$ cat src/rtl/mul_div_unit.sv
// mul_div_unit: iterative multiply/divide unit owning the HI/LO registers.
// Multiplies use a shift-add engine and divides use a restoring divider.
// Both engines share one 2*WIDTH accumulator and take WIDTH iteration steps,
// followed by one FIX cycle that applies signs and writes HI/LO.
module mul_div_unit #(
  parameter int WIDTH = 32,
  parameter int CNT_W = 6
) (
  input  logic             clk,
  input  logic             rst_n,
  input  logic             start,
  input  logic [2:0]       op,
  input  logic [WIDTH-1:0] src_a,
  input  logic [WIDTH-1:0] src_b,
  input  logic             flush,
  output logic             busy,
  output logic             done,
  output logic [WIDTH-1:0] hi,
  output logic [WIDTH-1:0] lo,
  output logic             div_by_zero
);

  localparam logic [2:0] OP_MULT  = 3'b000;
  localparam logic [2:0] OP_MULTU = 3'b001;
  localparam logic [2:0] OP_DIV   = 3'b010;
  localparam logic [2:0] OP_DIVU  = 3'b011;
  localparam logic [2:0] OP_MADD  = 3'b100;
  localparam logic [2:0] OP_MADDU = 3'b101;
  localparam logic [2:0] OP_MTHI  = 3'b110;
  localparam logic [2:0] OP_MTLO  = 3'b111;

  typedef enum logic [1:0] {
    S_IDLE = 2'b00,
    S_MUL  = 2'b01,
    S_DIV  = 2'b10,
    S_FIX  = 2'b11
  } state_e;

  // Two's-complement magnitude; the most-negative value maps onto itself,
  // which is the correct unsigned magnitude.
  function automatic logic [WIDTH-1:0] abs_val(input logic [WIDTH-1:0] v);
    abs_val = v[WIDTH-1] ? (-v) : v;
  endfunction

  state_e             state_q, state_d;
  logic [CNT_W-1:0]   cnt_q, cnt_d;
  logic [2:0]         op_q, op_d;
  logic [WIDTH-1:0]   a_q, a_d;          // raw dividend, returned in HI on divide by zero
  logic [WIDTH-1:0]   mag_q, mag_d;      // multiplicand or divisor magnitude
  logic [2*WIDTH-1:0] acc_q, acc_d;      // MUL: {partial, multiplier}; DIV: {remainder, quotient}
  logic               neg_q, neg_d;      // product / quotient negative
  logic               rneg_q, rneg_d;    // remainder negative (follows dividend)
  logic               bzero_q, bzero_d;  // divisor was zero
  logic [WIDTH-1:0]   hi_q, hi_d;
  logic [WIDTH-1:0]   lo_q, lo_d;
  logic               dz_q, dz_d;
  logic               busy_q, busy_d;
  logic               done_q, done_d;

  logic               signed_op;
  logic [WIDTH-1:0]   opa;
  logic [WIDTH-1:0]   opb;
  logic [WIDTH:0]     mul_sum;
  logic [2*WIDTH-1:0] mul_next;
  logic [WIDTH:0]     div_shift;
  logic [WIDTH:0]     div_diff;
  logic               div_ge;
  logic [2*WIDTH-1:0] div_next;
  logic [2*WIDTH-1:0] prod_fix;
  logic [2*WIDTH-1:0] madd_sum;
  logic [WIDTH-1:0]   quo_fix;
  logic [WIDTH-1:0]   rem_fix;

  // Operand preparation and single-step datapath for both engines.
  always_comb begin
    signed_op = (op == OP_MULT) || (op == OP_DIV) || (op == OP_MADD);
    opa       = signed_op ? abs_val(src_a) : src_a;
    opb       = signed_op ? abs_val(src_b) : src_b;

    // Shift-add: add multiplicand to upper half when the current multiplier bit is set.
    mul_sum   = {1'b0, acc_q[2*WIDTH-1:WIDTH]} + (acc_q[0] ? {1'b0, mag_q} : {(WIDTH+1){1'b0}});
    mul_next  = {mul_sum, acc_q[WIDTH-1:1]};

    // Restoring step: bring next dividend bit into the partial remainder and trial-subtract.
    div_shift = {acc_q[2*WIDTH-1:WIDTH], acc_q[WIDTH-1]};
    div_diff  = div_shift - {1'b0, mag_q};
    div_ge    = (div_shift >= {1'b0, mag_q});
    if (div_ge) begin
      div_next = {div_diff[WIDTH-1:0], acc_q[WIDTH-2:0], 1'b1};
    end else begin
      div_next = {div_shift[WIDTH-1:0], acc_q[WIDTH-2:0], 1'b0};
    end

    // Sign fix-up applied in the FIX cycle.
    prod_fix = neg_q ? (-acc_q) : acc_q;
    madd_sum = {hi_q, lo_q} + prod_fix;
    quo_fix  = neg_q ? (-acc_q[WIDTH-1:0]) : acc_q[WIDTH-1:0];
    rem_fix  = rneg_q ? (-acc_q[2*WIDTH-1:WIDTH]) : acc_q[2*WIDTH-1:WIDTH];
  end

  // Next-state and next-value logic of the control FSM.
  always_comb begin
    state_d = state_q;
    cnt_d   = cnt_q;
    op_d    = op_q;
    a_d     = a_q;
    mag_d   = mag_q;
    acc_d   = acc_q;
    neg_d   = neg_q;
    rneg_d  = rneg_q;
    bzero_d = bzero_q;
    hi_d    = hi_q;
    lo_d    = lo_q;
    dz_d    = dz_q;
    done_d  = 1'b0;

    case (state_q)
      S_IDLE: begin
        if (start && !flush) begin
          op_d    = op;
          a_d     = src_a;
          dz_d    = 1'b0;
          cnt_d   = CNT_W'(WIDTH);
          bzero_d = (src_b == {WIDTH{1'b0}});
          neg_d   = signed_op ? (src_a[WIDTH-1] ^ src_b[WIDTH-1]) : 1'b0;
          rneg_d  = signed_op ? src_a[WIDTH-1] : 1'b0;
          case (op)
            OP_MTHI: begin
              hi_d   = src_a;
              done_d = 1'b1;
            end
            OP_MTLO: begin
              lo_d   = src_a;
              done_d = 1'b1;
            end
            OP_DIV, OP_DIVU: begin
              state_d = S_DIV;
              mag_d   = opb;
              acc_d   = {{WIDTH{1'b0}}, opa};
            end
            default: begin
              state_d = S_MUL;
              mag_d   = opa;
              acc_d   = {{WIDTH{1'b0}}, opb};
            end
          endcase
        end else begin
          state_d = S_IDLE;
        end
      end
      S_MUL: begin
        if (flush) begin
          state_d = S_IDLE;
        end else begin
          acc_d = mul_next;
          cnt_d = cnt_q - CNT_W'(1);
          if (cnt_q == CNT_W'(1)) begin
            state_d = S_FIX;
          end else begin
            state_d = S_MUL;
          end
        end
      end
      S_DIV: begin
        if (flush) begin
          state_d = S_IDLE;
        end else begin
          acc_d = div_next;
          cnt_d = cnt_q - CNT_W'(1);
          if (cnt_q == CNT_W'(1)) begin
            state_d = S_FIX;
          end else begin
            state_d = S_DIV;
          end
        end
      end
      S_FIX: begin
        state_d = S_IDLE;
        if (flush) begin
          done_d = 1'b0;
        end else begin
          done_d = 1'b1;
          case (op_q)
            OP_MULT, OP_MULTU: begin
              {hi_d, lo_d} = prod_fix;
            end
            OP_MADD, OP_MADDU: begin
              {hi_d, lo_d} = madd_sum;
            end
            OP_DIV, OP_DIVU: begin
              if (bzero_q) begin
                lo_d = {WIDTH{1'b1}};
                hi_d = a_q;
                dz_d = 1'b1;
              end else begin
                lo_d = quo_fix;
                hi_d = rem_fix;
              end
            end
            default: begin
              done_d = 1'b1;
            end
          endcase
        end
      end
      default: begin
        state_d = S_IDLE;
      end
    endcase

    busy_d = (state_d != S_IDLE);
  end

  // State and datapath registers with synchronous active-low reset.
  always_ff @(posedge clk) begin
    if (!rst_n) begin
      state_q <= S_IDLE;
      cnt_q   <= {CNT_W{1'b0}};
      op_q    <= 3'b000;
      a_q     <= {WIDTH{1'b0}};
      mag_q   <= {WIDTH{1'b0}};
      acc_q   <= {(2*WIDTH){1'b0}};
      neg_q   <= 1'b0;
      rneg_q  <= 1'b0;
      bzero_q <= 1'b0;
      hi_q    <= {WIDTH{1'b0}};
      lo_q    <= {WIDTH{1'b0}};
      dz_q    <= 1'b0;
      busy_q  <= 1'b0;
      done_q  <= 1'b0;
    end else begin
      state_q <= state_d;
      cnt_q   <= cnt_d;
      op_q    <= op_d;
      a_q     <= a_d;
      mag_q   <= mag_d;
      acc_q   <= acc_d;
      neg_q   <= neg_d;
      rneg_q  <= rneg_d;
      bzero_q <= bzero_d;
      hi_q    <= hi_d;
      lo_q    <= lo_d;
      dz_q    <= dz_d;
      busy_q  <= busy_d;
      done_q  <= done_d;
    end
  end

  assign busy        = busy_q;
  assign done        = done_q;
  assign hi          = hi_q;
  assign lo          = lo_q;
  assign div_by_zero = dz_q;

endmodule

$ cat config.mk
export PLATFORM = sky130hd
export DESIGN_NAME = mul_div_unit
export DESIGN_NICKNAME = d
export VERILOG_FILES = /design/src/rtl/mul_div_unit.sv
export SDC_FILE = /design/constraint.sdc
export NUM_CORES = 1
export LEC_CHECK = 0
export BUFFER_PORTS_ARGS = -buffer_cell sky130_fd_sc_hd__buf_4
export CAP_MARGIN = 0
export CORE_MARGIN = 5
export CORE_UTILIZATION = 50
export CTS_CLUSTER_SIZE = 24
export DETAILED_ROUTE_END_ITERATION = 16
export GPL_TIMING_DRIVEN = 1
export PLACE_DENSITY_LB_ADDON = 0.08
export SYNTH_ARGS = -nofsm -noshare
export SYNTH_HDL_FRONTEND = slang
export SYNTH_SLANG_ARGS = --single-unit
$ cat constraint.sdc
create_clock -name clk -period 9.8 [get_ports clk]
set_input_delay 1.96 -clock clk [delete_from_list [all_inputs] [get_ports clk]]
set_output_delay 1.96 -clock clk [all_outputs]
set_load 0.03 [all_outputs]
After elaboration in Yosys (flattened, before gate mapping). Index checks and enable logic that the tools add are counted.

Register bits after elaboration: 209. Bits in latches: 0. RAM bits: 0. ROM bits: 0. Input bits: 71. Output and inout bits: 67. Word-level logic and storage cells: 124. Memories: 0.

Add/subtract/negate cells: 9. Multipliers: 0. Divide/modulo/power cells: 0. Magnitude comparators: 1. Equal/unequal tests: 25. Shifts and indexed selects: 0. Mux-type cells: 48. Bitwise operators: 2. Reductions and logical operators: 25.

Operator list (count): $mux 32 (15); $mux 64 (5); $pmux 32 s2 (3); $pmux 32 s3 (2); $pmux 64 s3 (1); $neg 32->32 (4); $pmux 64 s2 (1); $add 64x64->64 (1); $neg 64->64 (1); $add 32x32->33 (1); $ge 33x32->1 (1); $logic_not 32->1 (1); $sub 32x32->32 (1); $reduce_and 5->1 (4); $ne 2x2->1 const B (8); $eq 3x3->1 const B (5); $eq 3x2->1 const B (4); $mux 6 (2); $pmux 6 s2 (1); $reduce_or 2->1 (6); $mux 1 (10); $mux 2 (4); $pmux 2 s4 (1); $eq 6x1->1 const B (1); other kinds (19) (27).

Logic depth before layout (Yosys ltp). Gate-level depths: netlist of the first run.

Depth in word-level cells: 7. Mapped depth: 22. Gate-level depth less buffers: 20.

Worst setup path before layout of the first run. OpenSTA, ideal clock, no wires.

Path type: register -> register. From: reg acc_q[21]. To: reg hi_q[19] (netlist: hi[19]). Setup time: 0.117 ns. Data arrival time: 4.746 ns. Required time: 9.683 ns. Slack: 4.937 ns. Cell stages (with the launch flop): 20. Period minus slack after synthesis: 4.863 ns. Cells stage by stage: dfxtp_1 > or3_4 > or4_4 > or4_4 > or4_4 > buf_6 > o31ai_2 > xnor2_1 > ha_1 > clkbuf_1 > a21oi_1 > o21bai_1 > a21oi_1 > o21ai_0 > a21o_1 > nand2b_1 > o21ai_0 > xnor2_1 > a311o_1 > a32o_1.

Word-level cells in the longest chain between the ends: 6.

RTL lines: start, declared (line 50) `logic [2*WIDTH-1:0] acc_q, acc_d;`; start signal, assigned (line 222) `acc_q <= {(2*WIDTH){1'b0}};`; $neg 64->64 (line 95) `prod_fix = neg_q ? (-acc_q) : acc_q;`; $mux 64 (*) (line 95); $add 64x64->64 (line 96) `madd_sum = {hi_q, lo_q} + prod_fix;`; $pmux 32 s3 (*) (line 183) `case (op_q)`; $mux 32 (*) (line 179) `if (flush) begin`; $pmux 32 s2 (*) (line 117) `case (state_q)`; end signal, assigned (line 226) `hi_q <= {WIDTH{1'b0}};`; end signal, assigned (line 241) `hi_q <= hi_d;`; end, declared (line 54) `logic [WIDTH-1:0] hi_q, hi_d;`.

Every way passes the cells marked *; elsewhere a longest branch is shown, timed or not. The select of a mux whose other input is x is not followed. A chain may end at the register's enable or synchronous reset.

Worst setup path after layout of the first run.
From: reg acc_q[0]. To: reg hi_q[19] (netlist: hi[19]).

The elaborated chain is that of the path after synthesis.

==> reports/qor.csv, run 1 <==
stage;metric;value;unit
sta;maxSlewViolCount;0;
sta;worstMarginPinSlew;1.22;ns
floorplan;die_y;219;um
finish;multi_input_area;16400;sq um
clock_network;root_buffer;clkbuf_16;
floorplan;core_area;43100;sq um
sta;hold_violations;0;
drt;via_per_inst;6.48;
logic_synthesis;synthAdderAreaFrac;9.17;%
drt;detailedRoute.firstIterationViolations;3074;
logic_synthesis;ys_seq_area_share;19.1;%
clock_network;cts_buffers;28;
logic_synthesis;synthesis.instances;3175;
logic_synthesis;yosys_warnings;0;
clock_network;postCtsSetupBuffers;0;
floorplan;die_area;47900;sq um
logic_synthesis;synth-main-ff-cell;dfxtp_1;
sta;fin_crit_sh;64.1;%
finish;nNetsFinal;3368;
clock_network;clk_latency;0.60;ns
placement;place_ws;3.59;ns
floorplan;io-pin-count;138;
drt;ant_nets;0;
critical_path;setup.worst_path.end_class;register;
floorplan;start_util;50.6;%
global_route;grt_pass1_vias;22700;
logic_synthesis;ys_seq_elements;208;
logic_synthesis;async_reset_ff_share;0;%
floorplan;fp-row-count;76;
drt;wirelength;90700;um
sta;fin_crit;6.28;ns
clock_network;clock-sinks;208;
finish;fin_area;23900;sq um
power_and_ir_drop;power.total;0.00278;W
finish;drive_gt1_share;8.60;%
clock_network;cts_resized;0;
sta;max_freq;159;MHz
logic_synthesis;synth_top_cell_by_area;dfxtp_1;
critical_path;startpoint_type;register;
logic_synthesis;syn-cell-area;21800;sq um
run_status;status;completed;
power_and_ir_drop;power_density;116;nW/um^2
logic_synthesis;synth_top_family_by_area;compound AO/OA/AOI/OAI gates;
drt;avgRoutedWirePerCell;24.2;um
sta;rsz0062_at_grt;no;
logic_synthesis;synth_xor_area_share;10.2;%
finish;synthToLayoutAreaGrowth;9.68;%
sta;fin_tns_setup;0;ns
power_and_ir_drop;leakagePower;9.62;nW
logic_synthesis;synthMuxAreaShare;1.66;%
logic_synthesis;synth.top_cell.area_share;19.1;%
drt;vias;24300;
placement;dpl.cell_count;3694;
hold_path;hp-class;reg2reg;
global_route;grt_usage;36.3;%
placement;dp_hpwl;68200;um
job;max_cap_violations;0;
global_route;grt_pass1_wl;136000;um
critical_path;cp.required;10.26;ns
clock_network;cts_tree;done;
global_route;grt_max_degree;79;
clock_network;ctsHoldBuffers;0;
sta;slew-limit-headroom;18.7;%
logic_synthesis;synth_edf_count;0;
sta;finalSetupViolCount;0;
drt;drc_errors;0;
critical_path;path_class;reg2reg;
placement;io_buffers;137;
clock_network;path_clk_slew;0.06;ns
logic_synthesis;synth.distinct_cells;87;
placement;placedInstanceArea;23000;sq um
logic_synthesis;syn_avg_cell_area;6.87;sq um
global_route;grt-ovfl-total;0;
logic_synthesis;synthSimpleGateAreaFrac;22.1;%
power_and_ir_drop;peakVddDrop;117;uV
logic_synthesis;syn_nets;3404;
sta;fin_ws;3.52;ns
critical_path;worstPathMaxFanout;33;
finish;layout.area.seq;4170;sq um
drt;first_pass_iters;8;
logic_synthesis;yosys-top-cells-area;dfxtp_1 (19%), ha_1 (8.9%), nand2_1 (8.0%), a21oi_1 (7.5%), o21ai_0 (7.2%);
placement;gp_congestion;0.989;
finish;final_cell_mix;nand2_1 (465), a21oi_1 (327), o21ai_0 (312);
logic_synthesis;synth_compound_area_share;31.9;%
finish;final_cells;3748;
clock_network;cts-htree-levels;1;
floorplan;fp.dieW;219;um
finish;final_common_cell;nand2_1;
finish;n_fill_cell;4312;
clock_network;cts_buffer_depth;3;
sta;clock-skew-final;0.0360;ns
global_route;antenna_found_initial;2;
critical_path;critPathArrivalTime;6.74;ns
==> final cells by class <==
cell class / count / area share, %
flip-flops and latches: 208 / 17.4
diodes: 2 / 0.0209
well taps: 585 / 3.06
clock inverters: 19 / 0.889
multi-input cells: 2630 / 68.6
clock buffers: 33 / 3.14
inverters: 102 / 1.60
repair buffers: 169 / 5.30
==> registers in the layout, summed over array words and instances (netlist names) <==
signal,cells
div_by_zero,1
acc_q,64
neg_q,1
lo,32
op_q,2
done,1
rneg_q,1
busy,1
mag_q,32
state_q,2
hi,32
bzero_q,1
cnt_q,6
a_q,32
==> kinds of logic (layout without fill, tap and decap cells) <==
family	Yosys count	count (layout)
AND/OR/NAND/NOR	1057	1057
buffers and inverters	337	323
multiplexers	36	36
other	0	2
flip-flops	208	208
AO/OA/AOI/OAI	1124	1124
XOR/XNOR	255	255
adder cells (fa/ha/maj)	158	158
==> layer usage <==
| layer | global-route usage [%] | wire, um | vias to the layer above |
|---|---|---|---|
| li1 | - | - | 11300 |
| met4 | 16.1 | 4790 | 0 |
| met3 | 5.67 | 9620 | 216 |
| met1 | 51.0 | 38000 | 11400 |
| met2 | 54.9 | 38400 | 1291 |
| met5 | 0 | 0 | - |
==> cell usage after synthesis (all sizes together), types with 47 or more instances <==
library cell	n
ha	155
clkbuf	208
nor2	222
o211ai	47
a21oi	329
nand3	67
inv	101
nand2	466
xor2	88
nor3	71
a21o	59
xnor2	167
a22oi	56
dfxtp	208
o21ai	325
==> final timing paths <==
check	start	endpoint	slack, ns	cells after the start
hold / removal	a_q[5]	a_q[5]	0.45	2
hold reg to reg	a_q[5]	a_q[5]	0.45	2
setup reg to reg	acc_q[0]	hi[19]	3.52	19
setup / recovery	acc_q[0]	hi[19]	3.52	19
==> through the flow <==
| step | utilization (%) | hold WS [ns] |
|---|---|---|
| after floorplan | - | 0.431 |
| after global placement | 53.3 | 0.439 |
| after detailed placement | 53.3 | 0.444 |
| after CTS | 55.5 | 0.452 |
| after global routing | 55.5 | 0.468 |
| final | 55.5 | 0.453 |
==> critical path, stage by stage, from the launching register on <==
cell	delay (ns)
dfxtp_1	0.36
inv_1	0.89
ha_1	0.29
inv_1	0.08
nor4_1	0.37
buf_4	0.21
nand2_1	0.09
o41ai_1	0.35
xnor2_1	0.28
ha_1	0.39
a21oi_1	0.28
o21ai_0	0.18
a2111oi_0	0.91
nand3_1	0.29
nand3_1	0.15
nand2_1	0.12
o21ai_0	0.25
xnor2_1	0.10
a311o_1	0.35
a32o_1	0.20
==> report_power, final <==
part	total [W]	switching (W)	internal, W	leakage (nW)
sequential	0.000933	0.0000497	0.000883	1.69
combinational	0.000738	0.000480	0.000257	7.46
clock	0.00110	0.000471	0.000634	0.458
total	0.00278	0.00100	0.00177	9.62
Power figures use the tool's default switching activity.
==> run 2: changes to the inputs <==
Clock period 9.8 ns to 5.2 ns, I/O delays scaled along.
==> reports/qor.csv, run 2 (synthesized netlist as in run 1, its figures left out) <==
stage;metric;value;unit;change
power_and_ir_drop;pwr-share-seq;32.9;%;was 33.6%
critical_path;startpoint_type;register;;unchanged
critical_path;setup.worst_path.end_class;register;;unchanged
sta;fin_crit_sh;97.8;%;was 64.1%
power_and_ir_drop;power_density;215;nW/um^2;was 116 nW/um^2
sta;fin_crit;5.09;ns;was 6.28 ns
drt;first_pass_iters;6;;was 8
sta;slew-limit-headroom;31.7;%;was 18.7%
sta;holdWs;0.456;ns;was 0.453 ns
drt;via_per_inst;6.50;;was 6.48
power_and_ir_drop;p_sw;0.00190;W;was 0.00100 W
power_and_ir_drop;clkPwrFrac;39.6;%;was 39.8%
critical_path;path_class;reg2reg;;unchanged
floorplan;fp.dieW;219;um;unchanged
global_route;grt-ovfl-total;0;;unchanged
floorplan;start_util;50.6;%;unchanged
sta;worstMarginPinSlew;1.02;ns;was 1.22 ns
global_route;grt_usage;37.0;%;was 36.3%
placement;io_buffers;137;;unchanged
floorplan;die_y;219;um;unchanged
sta;clock-skew-final;0.0414;ns;was 0.0360 ns
drt;drc_errors;0;;unchanged
drt;avgRoutedWirePerCell;24.3;um;was 24.2 um
floorplan;die_area;47900;sq um;unchanged
sta;hold_violations;0;;unchanged
floorplan;core_area;43100;sq um;unchanged
finish;nNetsFinal;3442;;was 3,368
finish;regMostFlops;acc_q;;unchanged
finish;final_common_cell;nand2_1;;unchanged
run_status;status;completed;;unchanged
clock_network;cts_buffer_depth;3;;unchanged
hold_path;hp-class;reg2reg;;unchanged
placement;gp_congestion;1.01;;was 0.989
drt;vias;24900;;was 24,300
finish;synthToLayoutAreaGrowth;13.5;%;was 9.68%
floorplan;io-pin-count;138;;unchanged
clock_network;path_clk_slew;0.06;ns;about the same
sta;maxSlewViolCount;0;;unchanged
power_and_ir_drop;p_sw_share;35.7;%;was 36.1%
global_route;grt_pass1_wl;138000;um;was 136,000 um
global_route;grt_max_degree;78;;was 79
clock_network;clock-sinks;208;;unchanged
floorplan;fp-row-count;76;;unchanged
drt;detailedRoute.firstIterationViolations;3286;;was 3,074
finish;final_cell_mix;nand2_1 (464), a21oi_1 (319), o21ai_0 (306);;was nand2_1 (465), a21oi_1 (327), o21ai_0 (312)
power_and_ir_drop;peakVddDrop;243;uV;was 117 uV
sta;finalSetupViolCount;0;;unchanged
clock_network;cts_buffers;28;;unchanged
drt;wirelength;93100;um;was 90,700 um
power_and_ir_drop;p_int;0.00342;W;was 0.00177 W
clock_network;cts_tree;done;;unchanged
critical_path;cp.required;5.69;ns;was 10.26 ns
placement;placedInstanceArea;23500;sq um;was 23,000 sq um
sta;max_freq;197;MHz;was 159 MHz
clock_network;clk_latency;0.62;ns;was 0.60 ns
finish;largest_reg_flops;64;;unchanged
global_route;antenna_found_initial;1;;was 2
finish;fin_area;24800;sq um;was 23,900 sq um
sta;rsz0062_at_grt;yes;;was no
power_and_ir_drop;power_frac_comb;27.5;%;was 26.6%
critical_path;critPathArrivalTime;5.57;ns;was 6.74 ns
power_and_ir_drop;leakagePower;10.1;nW;was 9.62 nW
finish;drive_gt1_share;11.9;%;was 8.60%
placement;dp_hpwl;70300;um;was 68,200 um
clock_network;cts-htree-levels;1;;unchanged
critical_path;worstPathMaxFanout;5;;was 33
clock_network;root_buffer;clkbuf_16;;unchanged
job;max_cap_violations;0;;unchanged
drt;ant_nets;0;;unchanged
global_route;grt_pass1_vias;22600;;was 22,700
## run 2: cell count changes in the layout (fill, tap and decap cells not counted), moves of 7 or more
cell / change
a21oi_1: -8
a21oi_2: +8
buf_4: +73
ha_1: -7
## run 2: through the flow
| step | utilization, % | instances | power, W | TNS [ns] | setup WS [ns] |
|---|---|---|---|---|---|
| 4_1_cts | 56.8 | 3818 | 0.00528 | 0 | 0.0382 |
| 3_3_place_gp | 54.6 | 3766 | 0.00317 | 0 | 0.0799 |
| 2_1_floorplan | - | 3175 | 0.00269 | 0 | 0.337 |
| 3_5_place_dp | 54.6 | 3766 | 0.00318 | 0 | 0.0638 |
| 6_report | 57.5 | 3826 | 0.00532 | 0 | 0.115 |
| 5_1_grt | 57.4 | 3821 | 0.00551 | -0.388 | -0.100 |
## run 2: repair_timing
action                                  in CTS  in global routing
gates resized for setup                      0                 51
setup buffers                                0                  2
hold buffers                                 0                  0
endpoints found under the setup margin       0                 26
## run 2: power by group through the flow
| stage | Clock, W | Combinational, W | Sequential [W] |
|---|---|---|---|
| 2_1_floorplan | 0 | 0.000911 | 0.00178 |
| 3_3_place_gp | 0 | 0.00139 | 0.00178 |
| 3_5_place_dp | 0 | 0.00140 | 0.00178 |
| 4_1_cts | 0.00212 | 0.00141 | 0.00175 |
| 5_1_grt | 0.00218 | 0.00157 | 0.00176 |
| 6_report | 0.00211 | 0.00146 | 0.00175 |
## run 2: path summary, 6_finish.rpt
path	start	end	slack, ns	cells after the start
worst max register to register	acc_q[21]	hi[24]	0.11	16
worst min-delay path	mag_q[3]	mag_q[3]	0.46	2
worst min register to register	mag_q[3]	mag_q[3]	0.46	2
worst max-delay path	acc_q[21]	hi[24]	0.11	16
## run 2: per-layer routing
layer / global-route usage (%) / share of wire (%) / vias to the layer above
met1: 53.5 / 42 / 11700
met5: 0 / 0 / -
li1: - / - / 11500
met2: 54.7 / 41 / 1443
met3: 5.53 / 11 / 230
met4: 16.1 / 5.7 / 0
## run 2: layout make-up
cell class	instances	area, sq um
clock inverter	17	225
tap	585	732
clock buffer	35	757
sequential	208	4170
inverter	102	383
antenna	6	15.0
multi-input combinational	2630	16600
fill	4216	18300
timing repair buffer	243	1840
## run 2: worst max-delay path: stages, from the launching register on
cell	delay, ns
dfxtp_1	0.31
or3_4	0.41
or4_4	0.45
or4_4	0.50
buf_4	0.15
or3_1	0.50
o21ai_0	0.25
xnor2_1	0.22
ha_1	0.37
a21oi_1	0.33
o21bai_1	0.10
a21oi_1	0.33
o2111ai_2	0.26
a31oi_2	0.26
xnor2_1	0.21
a21oi_1	0.11
a211oi_1	0.23
